$ cat src/rtl/uart_pkg.sv
// Shared UART definitions: transmitter state encoding, parity modes and legal parameter ranges.
// The PARITY state exists only when UART_TX_PARITY_EN is defined.
package uart_pkg;

    typedef enum logic [2:0] {
        ST_IDLE,
        ST_START,
        ST_DATA,
`ifdef UART_TX_PARITY_EN
        ST_PARITY,
`endif
        ST_STOP
    } uart_tx_state_t;

    localparam logic UART_PAR_EVEN = 1'b0;
    localparam logic UART_PAR_ODD  = 1'b1;

    localparam int unsigned UART_DATA_W_MIN    = 5;
    localparam int unsigned UART_DATA_W_MAX    = 9;
    localparam int unsigned UART_STOP_BITS_MIN = 1;
    localparam int unsigned UART_STOP_BITS_MAX = 2;
    localparam int unsigned UART_CLK_DIV_MIN   = 2;

endpackage

$ cat src/rtl/uart_baud_cnt.sv
// Bit-period counter: counts 0..CLK_DIV-1, restarts on clr or at the end of each bit.
// bit_pre flags the cycle before bit_end so the parent can register a last-cycle pulse.
module uart_baud_cnt #(
    parameter int unsigned CLK_DIV = 434
) (
    input  logic CLK,
    input  logic RST,
    input  logic clr,
    output logic bit_end,
    output logic bit_pre
);

    localparam int unsigned CW = (CLK_DIV > 1) ? $clog2(CLK_DIV) : 1;
    localparam logic [CW-1:0] CNT_LAST = CW'(CLK_DIV - 1);
    localparam logic [CW-1:0] CNT_PRE  = CW'(CLK_DIV - 2);

    logic [CW-1:0] cnt_q, cnt_d;

    always_comb begin
        cnt_d = cnt_q + CW'(1);
        if (clr || bit_end) begin
            cnt_d = '0;
        end
    end

    always_ff @(posedge CLK or posedge RST) begin
        if (RST) begin
            cnt_q <= '0;
        end else begin
            cnt_q <= cnt_d;
        end
    end

    assign bit_end = (cnt_q == CNT_LAST);
    assign bit_pre = (cnt_q == CNT_PRE);

endmodule

$ cat src/rtl/uart_tx_frame.sv
// Parametrised UART transmitter with ready/busy/done handshake; all outputs registered.
// Define UART_TX_PARITY_EN to add a parity bit and the parity_odd port.
module uart_tx_frame
    import uart_pkg::*;
#(
    parameter int unsigned DATA_W    = 8,
    parameter int unsigned CLK_DIV   = 434,
    parameter int unsigned STOP_BITS = 1
) (
    input  logic              CLK,
    input  logic              RST,
    input  logic [DATA_W-1:0] tx_data,
    input  logic              tx_trig,
`ifdef UART_TX_PARITY_EN
    input  logic              parity_odd,
`endif
    output logic              tx_ready,
    output logic              tx_busy,
    output logic              tx_done,
    output logic              rs232_tx
);

    if (DATA_W < UART_DATA_W_MIN || DATA_W > UART_DATA_W_MAX) begin : g_bad_data_w
        $error("uart_tx_frame: DATA_W=%0d outside %0d..%0d", DATA_W, UART_DATA_W_MIN, UART_DATA_W_MAX);
    end
    if (STOP_BITS < UART_STOP_BITS_MIN || STOP_BITS > UART_STOP_BITS_MAX) begin : g_bad_stop_bits
        $error("uart_tx_frame: STOP_BITS=%0d outside %0d..%0d", STOP_BITS, UART_STOP_BITS_MIN,
               UART_STOP_BITS_MAX);
    end
    if (CLK_DIV < UART_CLK_DIV_MIN) begin : g_bad_clk_div
        $error("uart_tx_frame: CLK_DIV=%0d below %0d", CLK_DIV, UART_CLK_DIV_MIN);
    end

    localparam int unsigned BCW = $clog2(DATA_W);
    localparam logic [BCW-1:0] LAST_DATA = BCW'(DATA_W - 1);
    localparam logic [BCW-1:0] LAST_STOP = BCW'(STOP_BITS - 1);

    uart_tx_state_t    state_q, state_d;
    logic [DATA_W-1:0] shift_q, shift_d;
    logic [BCW-1:0]    bitcnt_q, bitcnt_d;
    logic              line_q, line_d;
    logic              ready_q, ready_d;
    logic              busy_q, busy_d;
    logic              done_q, done_d;
    logic              accept;
    logic              bit_end;
    logic              bit_pre;
`ifdef UART_TX_PARITY_EN
    logic              par_q, par_d;
`endif

    assign accept = tx_trig && ready_q;

    // Held clear through IDLE so every frame's bit edges align to its acceptance edge.
    uart_baud_cnt #(
        .CLK_DIV (CLK_DIV)
    ) u_baud (
        .CLK     (CLK),
        .RST     (RST),
        .clr     (state_q == ST_IDLE),
        .bit_end (bit_end),
        .bit_pre (bit_pre)
    );

    // Outputs are decoded from the next state so they change on the same edge as the FSM.
    always_comb begin
        state_d  = state_q;
        shift_d  = shift_q;
        bitcnt_d = bitcnt_q;
        done_d   = 1'b0;
`ifdef UART_TX_PARITY_EN
        par_d    = par_q;
`endif

        case (state_q)
            ST_IDLE: begin
                if (accept) begin
                    shift_d  = tx_data;
                    bitcnt_d = '0;
`ifdef UART_TX_PARITY_EN
                    par_d    = (^tx_data) ^ parity_odd;
`endif
                    state_d  = ST_START;
                end
            end
            ST_START: begin
                if (bit_end) begin
                    state_d = ST_DATA;
                end
            end
            ST_DATA: begin
                if (bit_end) begin
                    shift_d = shift_q >> 1;
                    if (bitcnt_q == LAST_DATA) begin
                        bitcnt_d = '0;
`ifdef UART_TX_PARITY_EN
                        state_d  = ST_PARITY;
`else
                        state_d  = ST_STOP;
`endif
                    end else begin
                        bitcnt_d = bitcnt_q + BCW'(1);
                    end
                end
            end
`ifdef UART_TX_PARITY_EN
            ST_PARITY: begin
                if (bit_end) begin
                    state_d = ST_STOP;
                end
            end
`endif
            ST_STOP: begin
                if (bitcnt_q == LAST_STOP && bit_pre) begin
                    done_d = 1'b1;
                end
                if (bit_end) begin
                    if (bitcnt_q == LAST_STOP) begin
                        state_d = ST_IDLE;
                    end else begin
                        bitcnt_d = bitcnt_q + BCW'(1);
                    end
                end
            end
            default: begin
                state_d = ST_IDLE;
            end
        endcase

        line_d = 1'b1;
        case (state_d)
            ST_START:  line_d = 1'b0;
            ST_DATA:   line_d = shift_d[0];
`ifdef UART_TX_PARITY_EN
            ST_PARITY: line_d = par_d;
`endif
            default:   line_d = 1'b1;
        endcase

        ready_d = (state_d == ST_IDLE);
        busy_d  = ~ready_d;
    end

    always_ff @(posedge CLK or posedge RST) begin
        if (RST) begin
            state_q  <= ST_IDLE;
            shift_q  <= '0;
            bitcnt_q <= '0;
            line_q   <= 1'b1;
            ready_q  <= 1'b1;
            busy_q   <= 1'b0;
            done_q   <= 1'b0;
`ifdef UART_TX_PARITY_EN
            par_q    <= 1'b0;
`endif
        end else begin
            state_q  <= state_d;
            shift_q  <= shift_d;
            bitcnt_q <= bitcnt_d;
            line_q   <= line_d;
            ready_q  <= ready_d;
            busy_q   <= busy_d;
            done_q   <= done_d;
`ifdef UART_TX_PARITY_EN
            par_q    <= par_d;
`endif
        end
    end

    assign rs232_tx = line_q;
    assign tx_ready = ready_q;
    assign tx_busy  = busy_q;
    assign tx_done  = done_q;

endmodule
$ cat config.mk
export PLATFORM = sky130hd
export DESIGN_NAME = uart_tx_frame
export DESIGN_NICKNAME = d
export VERILOG_FILES = /design/src/rtl/uart_pkg.sv /design/src/rtl/uart_baud_cnt.sv /design/src/rtl/uart_tx_frame.sv
export SDC_FILE = /design/constraint.sdc
export NUM_CORES = 1
export LEC_CHECK = 0
export ABC_AREA = 1
export CAP_MARGIN = 20
export CORE_MARGIN = 4
export CORE_UTILIZATION = 40
export CTS_CLUSTER_DIAMETER = 60
export DETAILED_ROUTE_END_ITERATION = 12
export GPL_TIMING_DRIVEN = 1
export PLACE_DENSITY_LB_ADDON = 0.15
export SLEW_MARGIN = 20
export SYNTH_ARGS = -nofsm -noshare
export SYNTH_HDL_FRONTEND = slang
export SYNTH_SLANG_ARGS = --single-unit
$ cat constraint.sdc
create_clock -name CLK -period 1.3 [get_ports CLK]
set_input_delay 0.195 -clock CLK [delete_from_list [all_inputs] [get_ports CLK]]
set_output_delay 0.195 -clock CLK [all_outputs]
set_load 0.01 [all_outputs]
; Word-level counts from Yosys, hierarchy flattened
; Cells that the tools add are included.
[op_classes]
n_mux = 20
n_eq_ne = 12
n_reduce_logical = 10
addsub = 2
bitwise_logic = 1
[op_table]
columns = op, n
row1 = 2-to-1 mux 3 bit, 11
row2 = "== test 9 bit, second input constant", 2
row3 = 2-to-1 mux 8 bit, 2
row4 = case mux 8 bit (2 select lines), 1
row5 = case mux 3 bit (4 select lines), 1
row6 = "adder 9 x 1 -> 9 bit, second input constant", 1
row7 = "== test 3 x 2 -> 1 bit, second input constant", 3
row8 = logical NOT 3 bit, 3
row9 = 2-to-1 mux 9 bit, 1
row10 = case mux 3 bit (3 select lines), 1
row11 = "== test 3 x 1 -> 1 bit, second input constant", 2
row12 = AND reduction 5 bit, 1
row13 = "inequality test 2 x 1 -> 1 bit, second input constant", 2
row14 = "inequality test 2 bit, second input constant", 2
row15 = "adder 3 x 1 -> 3 bit, second input constant", 1
row16 = "== test 3 bit, second input constant", 1
row17 = AND reduction 3 bit, 1
row18 = nonzero test 3 bit, 1
row19 = logical AND 1 bit, 2
row20 = 2-to-1 mux 1 bit, 2
row21 = case mux 1 bit (2 select lines), 1
row22 = nonzero test 2 bit, 1
row23 = logical OR 1 bit, 1
row24 = inverter 1 bit, 1
[word_totals]
reg_bits = 27
out_inout_bits = 4

; Longest topological paths before layout
; Gate-level depths: netlist (run 1).
[logic_depth]
ltp_word = 6
ltp_mapped = 11
ltp_nobuf = 11

; Hierarchy
; A second synthesis (run 1) with hierarchy kept.
[unflattened]
cells_unflattened = 198
hier_area_um2 = 1505.2
[modules_own_cells]
columns = module, n_inst, area_each_um2, cells_each
row1 = uart_tx_frame, 1, 968.4, 125
row2 = uart_baud_cnt, 1, 536.8, 73

; Worst setup path after synthesis (run 1)
; OpenSTA, ideal clock, no wires.
[synth_timing]
path_kind = register to register
start = register u_baud.cnt_q[1]
end = register shift_q[6]
path_slack_ns = -0.090
path_stages_with_launch = 10
t_arrival_ns = 1.253
synth_period_minus_slack_ns = 1.390
required_ns = 1.163
n_path_buf = 0
path_cell_list = dfrtp_1 -> inv_1 -> ha_1 -> nand2_1 -> inv_1 -> nand2_1 -> nor2_4 -> nand2_4 -> nand2_2 -> o221ai_1
[synth_via]
elab_chain_cells = 3
[synth_lines]
columns = element, line
row1 = from (decl), uart_baud_cnt.sv:17  ; logic [CW-1:0] cnt_q, cnt_d;
row2 = from (signal assigned), uart_baud_cnt.sv:30  ; cnt_q <= cnt_d;
row3 = == test 9 bit, uart_baud_cnt.sv:34  ; assign bit_end = (cnt_q == CNT_LAST);
row4 = inequality test 2 x 1 -> 1 bit (no line), --
row5 = AND reduction 3 bit (no line), --
row6 = to (signal assigned), uart_tx_frame.sv:158  ; shift_q <= shift_d;
row7 = to (decl), uart_tx_frame.sv:39  ; logic [DATA_W-1:0] shift_q, shift_d;
; No other way between the ends.
; A chain may end at the register's enable or synchronous reset.

; Worst setup path after layout (run 1)
[layout_timing]
start = register u_baud.cnt_q[1]
end = register shift_q[2]
; Same word-level chain as after synthesis.

==> results of run 1 <==
[metrics by stage]
step,cell area [µm²],std cells
2_1_floorplan,1420,158
3_3_place_gp,1760,235
3_5_place_dp,1760,235
4_1_cts,1950,246
5_1_grt,2010,248
6_report,2010,248
[synthesized netlist by cell type (2+ instances only)]
cell	n
sky130_fd_sc_hd__nor2_4	4
sky130_fd_sc_hd__nand2_2	5
sky130_fd_sc_hd__nor2_1	11
sky130_fd_sc_hd__nand4_1	2
sky130_fd_sc_hd__dfstp_2	2
sky130_fd_sc_hd__nand3_1	9
sky130_fd_sc_hd__a21oi_1	4
sky130_fd_sc_hd__nor3_1	7
sky130_fd_sc_hd__inv_2	8
sky130_fd_sc_hd__nor2_2	3
sky130_fd_sc_hd__o221ai_1	5
sky130_fd_sc_hd__nand3_2	4
sky130_fd_sc_hd__o21ai_0	5
sky130_fd_sc_hd__nand2_1	27
sky130_fd_sc_hd__dfrtp_1	25
sky130_fd_sc_hd__and3_1	2
sky130_fd_sc_hd__ha_1	6
sky130_fd_sc_hd__inv_1	20
sky130_fd_sc_hd__nor3_2	2
[cell families after synthesis]
kind of cell,Yosys count,synth area share
AND/OR/NAND/NOR,78,0.298
buffers and inverters,28,0.0742
flip-flops,27,0.479
AO/OA/AOI/OAI,18,0.0936
adder cells (fa/ha/maj),6,0.0530
other,1,0.00265
[registers in the layout, indices dropped and copies added, names as in the netlist]
signal and flops:
tx_done 1, rs232_tx 1, shift_q 8, u_baud.cnt_q 9
state_q 3, bitcnt_q 3, tx_ready 1, tx_busy 1
[power groups by stage]
stage | clock (µW) | combinational (µW) | sequential [µW]
after CTS | 378 | 549 | 1040
final | 355 | 625 | 1040
after detailed placement | 0 | 481 | 1040
after global placement | 0 | 465 | 1040
after floorplan | 0 | 269 | 1050
after global routing | 414 | 706 | 1060
[worst paths after layout]
check / from / to / slack (ns) / cells past startpoint
max: u_baud.cnt_q[1]$_DFF_PP0_ / shift_q[2]$_DFFE_PP0P_ / -0.13 / 9
min: RST / shift_q[0]$_DFF_PP0_ / 0.19 / 3
max reg2reg: u_baud.cnt_q[1]$_DFF_PP0_ / shift_q[2]$_DFFE_PP0P_ / -0.13 / 9
min reg2reg: shift_q[0]$_DFF_PP0_ / shift_q[0]$_DFF_PP0_ / 0.54 / 2
max in group asynchronous: RST / tx_ready$_DFF_PP1_ / 0.89 / 3
min in group CLK: tx_data[7] / shift_q[7]$_DFFE_PP0P_ / 0.41 / 3
[area by class of cell]
| cell class | instances | share of cell area |
|---|---|---|
| clock buffers | 3 | 0.0112 |
| clock inverters | 1 | 0.00249 |
| inverters | 28 | 0.0523 |
| multi-input cells | 104 | 0.401 |
| flip-flops and latches | 27 | 0.338 |
| well taps | 46 | 0.0286 |
| repair buffers | 39 | 0.167 |
[what timing repair did]
| item | CTS | global route |
|---|---|---|
| pin swaps | 11 | 6 |
| gates cloned | 1 | 0 |
| resized for setup | 36 | 16 |
| setup buffers | 6 | 2 |
| setup endpoints to repair | 29 | 27 |
[cell usage in the layout, fill, tap and decap left out, drive strengths merged, types with 3 or more instances in the layout]
master         netlist  final
ha                   6      6
clkdlybuf4s50        0     10
inv                 28     28
nand2               33     34
nand3               13     13
clkbuf               0      3
nor3                 9      9
buf                  0     27
o21ai                5      5
a21oi                5      5
nor2                18     18
dfrtp               25     25
o221ai               5      5
[routing by layer]
metal  part of all wire  routed length [µm]  vias up  GRT usage
met2               0.52                1490       16      0.254
met3              0.022                  62        7     0.0266
met5                  0                   0        -          0
li1                   -                   -      605          -
met1               0.44                1250      559      0.174
met4              0.015                  43        0     0.0557
[tightest hold or removal path: cells and delay by family]
family   cells  cell delay (ns)
buf+inv      3             0.67
==> results_dict.tcl, run 1 <==
set metrics [dict create \
    timing.critical_path.required_ns 1.51 \
    clk_transition_reported_paths_ns 0.14 \
    worst_slack_ns -0.135 \
    min_path_type "input pin to asynchronous set/reset pin" \
    routed_wire_length_per_instance_um 11.5 \
    number_of_synthesized_register_bits 27 \
    floorplan.io_pins 15 \
    synth_seq_area_share 0.479 \
    status "complete, but fails checks" \
    ir_worst_vdd_v 0.000736 \
    grt_use_total 0.145 \
    fraction_of_synthesis_flops_using_an_asynchronous_set_or_reset_pin 1.00 \
    cts-root-to-sink-buffers 2 \
    seqCellArea_um2 679 \
    drc 0 \
    post-route-min-period_ns 1.43 \
    detailedRoute.firstPassIterationCount 4 \
    postCtsHoldBufs 0 \
    synth_nets 175 \
    finalHoldViolations 0 \
    tritoncts_clock_tree "built" \
    pre_cts_setup_slack_ns -0.183 \
    core.rowCount 21 \
    dieHeight_um 67.5 \
    crit_slowest_cell "sky130_fd_sc_hd__dfrtp_1" \
    synth_ff_type "sky130_fd_sc_hd__dfrtp_1" \
    report.final.setup_viol 17 \
    path_cells "inv_2 > ha_4 > nand2_4 > inv_2 > nand2_2 > nor2_4 > nand2_4 > nand2_4 > o221ai_1" \
    drtAntennaViolNets 0 \
    comb_power_share 0.310 \
    layout_worst_path_cycle_share 1.10 \
    synth_warnings 0 \
    root_buffer "sky130_fd_sc_hd__clkbuf_4" \
    synthDistinctLibCells 26 \
    setup_tns_ns -1.37 \
    worstSkewPairLatency_ns 0.32 \
    initialDrtViolationCount 17 \
    place.gp.congestion 0.790 \
    die-area_um2 4560 \
    syn_area_um2 1420 \
    initial_utilization 0.418 \
    cp_data_arrival_time_ns 1.64 \
    inserted_clock_buffers 3 \
    number_of_flops_mapped_to_enable_cells_by_yosys 0 \
    areaGrowthSynthToFinish_pct 42.0 \
    start_kind "flop" \
    violations "setup timing" \
    crit_path_end_kind "flop" \
    cap_violations 0 \
    final_util 0.593 \
    fp.dieW_um 67.5 \
    route.final.wire_length_mm 2.85 \
    viasPerCell 4.79 \
    clock_tree.htree_level_count 1 \
    detailedPlacementHpwl_mm 2.06 \
    grt_remaining_overflow 0 \
    final_nets 220 \
    insertedDiodeCount 0 \
    critPathBufInv 2 \
    synth_cells 158 \
    floorplan.core_area_um2 3390 \
    clock_power_share 0.176 \
    finClkSkew_ns 0.00253 \
    io_buffer_count 14 \
    netlist.top_cell.by_area "sky130_fd_sc_hd__dfrtp_1" \
    crit_path_max_incr_delay_ns 0.41 \
    clock_sink_count 27 \
    netSwitchingFraction 0.310 \
    critical_path.top_delay_family "simple AND/OR/NAND/NOR gates" \
    post_synth.cell_area_avg_um2 8.96 \
    max_freq_mhz 697 \
    power.leakage_uw 0.000976 \
    final_layout_size_suffix_gt1_frac 0.446 \
    grt_pass1_vias 1226 \
    seq_power_share 0.515 \
    antenna_found_initial 0 \
    main_area_contributors_after_synthesis "sky130_fd_sc_hd__dfrtp_1 44%, sky130_fd_sc_hd__nand2_1 7.2%, sky130_fd_sc_hd__ha_1 5.3%" \
    cp_dominant_cell_by_count "sky130_fd_sc_hd__nand2_4" \
    synth_largest_type_area_fraction 0.442 \
    p_int_uw 1390 \
    unrepaired_setup_endpoints_after_global_routing "yes" \
    power.net_switching_uw 625 \
    power_per_cell_area_nw_per_um2 1000 \
    power.total_uw 2020 \
    timing.setup.critical_path_class "flop to flop" \
    grt_max_degree 28 \
    grt_pass1_wl_mm 5.04 \
    multi_input_area_um2 806 \
    timing.final.max_slew_violations 0 \
    path_max_fanout 6 \
    whs_ns 0.188 \
    total_of_fill_cells_in_the_finished_design 298 \
    num_vias 1187 \
]
(Power assumes the default switching activity.)
==> inputs of run 2 (changes only) <==
--- a/config.mk
+++ b/config.mk
@@ -13,6 +13,7 @@
 export DETAILED_ROUTE_END_ITERATION = 12
 export GPL_TIMING_DRIVEN = 1
 export PLACE_DENSITY_LB_ADDON = 0.15
+export SKIP_LAST_GASP = 1
 export SLEW_MARGIN = 20
 export SYNTH_ARGS = -nofsm -noshare
 export SYNTH_HDL_FRONTEND = slang
==> constraint.sdc (replaced) <==
create_clock -name CLK -period 1.19 [get_ports CLK]
set_input_delay 0.1785 -clock CLK [delete_from_list [all_inputs] [get_ports CLK]]
set_output_delay 0.1785 -clock CLK [all_outputs]
set_load 0.01 [all_outputs]
==> run 2 against run 1 <==
Effect of this change: the run still ends with setup timing left; global-route usage up 2.2 points; clock skew grew 0.0038 ns; register-to-register slack worse by 0.13 ns; via count grew 4.4%; fmax shrank 1.7%; core utilization rose by 3.5 points; routed wire length increased by 15%; sequential power up 9%; clock power increased by 14%; non-clock buffer count rose by 10; critical path depth grew 2; hold slack lost 0.038 ns; critical path type unchanged.
==> results_dict.tcl, run 2 (synthesis results as in run 1) <==
set metrics [dict create \
    post-route-min-period_ns 1.46 \
    grt_pass1_vias 1293 \
    r2r.worst_path.cells 11 \
    crit_path_end_kind "flop" \
    drtAntennaViolNets 0 \
    grt_max_degree 28 \
    root_buffer "sky130_fd_sc_hd__clkbuf_4" \
    layout_worst_path_cycle_share 1.23 \
    report.final.setup_viol 26 \
    seq_power_share 0.494 \
    areaGrowthSynthToFinish_pct 50.4 \
    violations "setup timing" \
    ir_worst_vdd_v 0.000692 \
    floorplan.io_pins 15 \
    status "complete, but fails checks" \
    timing.final.max_slew_violations 0 \
    clock_tree.htree_level_count 1 \
    final_layout_size_suffix_gt1_frac 0.498 \
    routed_wire_length_per_instance_um 12.6 \
    worstSkewPairLatency_ns 0.33 \
    unrepaired_setup_endpoints_after_global_routing "yes" \
    comb_power_share 0.328 \
    power_per_cell_area_nw_per_um2 1080 \
    max_freq_mhz 685 \
    p_int_uw 1560 \
    antenna_found_initial 0 \
    path_max_fanout 3 \
    num_vias 1239 \
    grt_remaining_overflow 0 \
    reg_to_reg_setup_timing_slack_ns -0.27 \
    setup_tns_ns -4.75 \
    detailedRoute.firstPassIterationCount 4 \
    floorplan.core_area_um2 3390 \
    power.net_switching_uw 734 \
    top_regs "u_baud.cnt_q (9), shift_q (8)" \
    viasPerCell 4.78 \
    route.final.wire_length_mm 3.27 \
    insertedDiodeCount 0 \
    start_kind "flop" \
    timing.setup.critical_path_class "flop to flop" \
    inserted_clock_buffers 3 \
    final-instance-count-excl-fill 259 \
    registers.top_by_ff_count "u_baud.cnt_q" \
    most-common-layout-cells "34 x sky130_fd_sc_hd__buf_4, 24 x sky130_fd_sc_hd__dfrtp_1, 23 x sky130_fd_sc_hd__nand2_1" \
    initial_utilization 0.418 \
    worst_setup_path_startpoint "u_baud.cnt_q[1]$_DFF_PP0_" \
    power.leakage_uw 0.00101 \
    critical_path.reg2reg.endpoint "tx_busy$_DFF_PP0_" \
    detailedPlacementHpwl_mm 2.24 \
    initialDrtViolationCount 27 \
    cts-root-to-sink-buffers 2 \
    clock_power_share 0.177 \
    drc 0 \
    tritoncts_clock_tree "built" \
    place.gp.congestion 0.795 \
    timing.critical_path.required_ns 1.44 \
    clock_sink_count 27 \
    clk_transition_reported_paths_ns 0.15 \
    min_path_type "input pin to asynchronous set/reset pin" \
    fp.dieW_um 67.5 \
    grt_pass1_wl_mm 5.69 \
    whs_ns 0.149 \
    place_inst 243 \
    grt_use_total 0.167 \
    worst_slack_ns -0.269 \
    finClkSkew_ns 0.00632 \
    cap_violations 0 \
    cp_data_arrival_time_ns 1.71 \
    finalHoldViolations 0 \
    worst_r2r_startpoint "u_baud.cnt_q[1]$_DFF_PP0_" \
    die-area_um2 4560 \
    pre_cts_setup_slack_ns -0.336 \
    largest_reg_flops 9 \
    io_buffer_count 14 \
    core.rowCount 21 \
    layout.cells.most_common "sky130_fd_sc_hd__buf_4" \
    netSwitchingFraction 0.320 \
    final_util 0.629 \
    dieHeight_um 67.5 \
    final_nets 231 \
]
## run 2: cell count changes in the layout (fill, tap and decap cells not counted), sizes merged
| cell | change |
|---|---|
| dlygate4sd2 | -2 |
| clkbuf | +1 |
| nand2 | +1 |
| buf | +10 |
| clkdlybuf4s15 | +1 |
## run 2: worst max-delay path by stage
stage                                         end  slack (ns)
after floorplan                 tx_busy$_DFF_PP0_       -0.16
after global placement    bitcnt_q[2]$_DFFE_PP0P_       -0.31
after detailed placement  bitcnt_q[1]$_DFFE_PP0P_       -0.34
after CTS                  shift_q[6]$_DFFE_PP0P_       -0.26
after global routing           rs232_tx$_DFF_PP1_       -0.39
final                           tx_busy$_DFF_PP0_       -0.27
## run 2: per-layer routing
metal / vias to the layer above / track usage / wire length (µm)
met3: 6 / 0.0200 / 70
met2: 21 / 0.300 / 1740
met1: 590 / 0.197 / 1410
met4: 0 / 0.0759 / 53
met5: - / 0 / 0
li1: 622 / - / -
## run 2: power by group through the flow
| stage | Combinational (µW) | Clock, µW | Sequential, µW |
|---|---|---|---|
| 2_1_floorplan | 295 | 0 | 1140 |
| 3_3_place_gp | 535 | 0 | 1140 |
| 3_5_place_dp | 559 | 0 | 1140 |
| 4_1_cts | 723 | 430 | 1130 |
| 5_1_grt | 832 | 457 | 1150 |
| 6_report | 753 | 406 | 1130 |
## run 2: cell type report
type,instances,area (µm²)
fill,299,1260
multi-input combinational,105,852
sequential,27,679
inverter,28,108
timing repair buffer,49,407
clock inverter,1,5.00
tap,46,57.6
clock buffer,3,22.5
## run 2: per-stage QoR
step	cell area (µm²)	total power, µW
after floorplan	1430	1440
after global placement	1820	1670
after detailed placement	1820	1700
after CTS	2070	2290
after global routing	2130	2440
final	2130	2290
## run 2: worst max-delay path, cell delays in order, from the launching register on
cell                      delay [ns]
sky130_fd_sc_hd__dfrtp_1        0.42
sky130_fd_sc_hd__inv_2          0.08
sky130_fd_sc_hd__ha_4           0.13
sky130_fd_sc_hd__nand2_4        0.06
sky130_fd_sc_hd__nor2_4         0.14
sky130_fd_sc_hd__nand3_2        0.10
sky130_fd_sc_hd__nand2_4        0.11
sky130_fd_sc_hd__inv_4          0.04
sky130_fd_sc_hd__nor2_4         0.11
sky130_fd_sc_hd__inv_2          0.06
sky130_fd_sc_hd__nor2_4         0.11
sky130_fd_sc_hd__inv_2          0.03
## run 2: repair_timing
action                     in CTS  in global routing
setup buffers                   8                  3
cloned                          2                  0
hold buffers                    0                  0
pin swaps                       9                  9
gates resized for setup        44                 17
setup endpoints to repair      29                 29
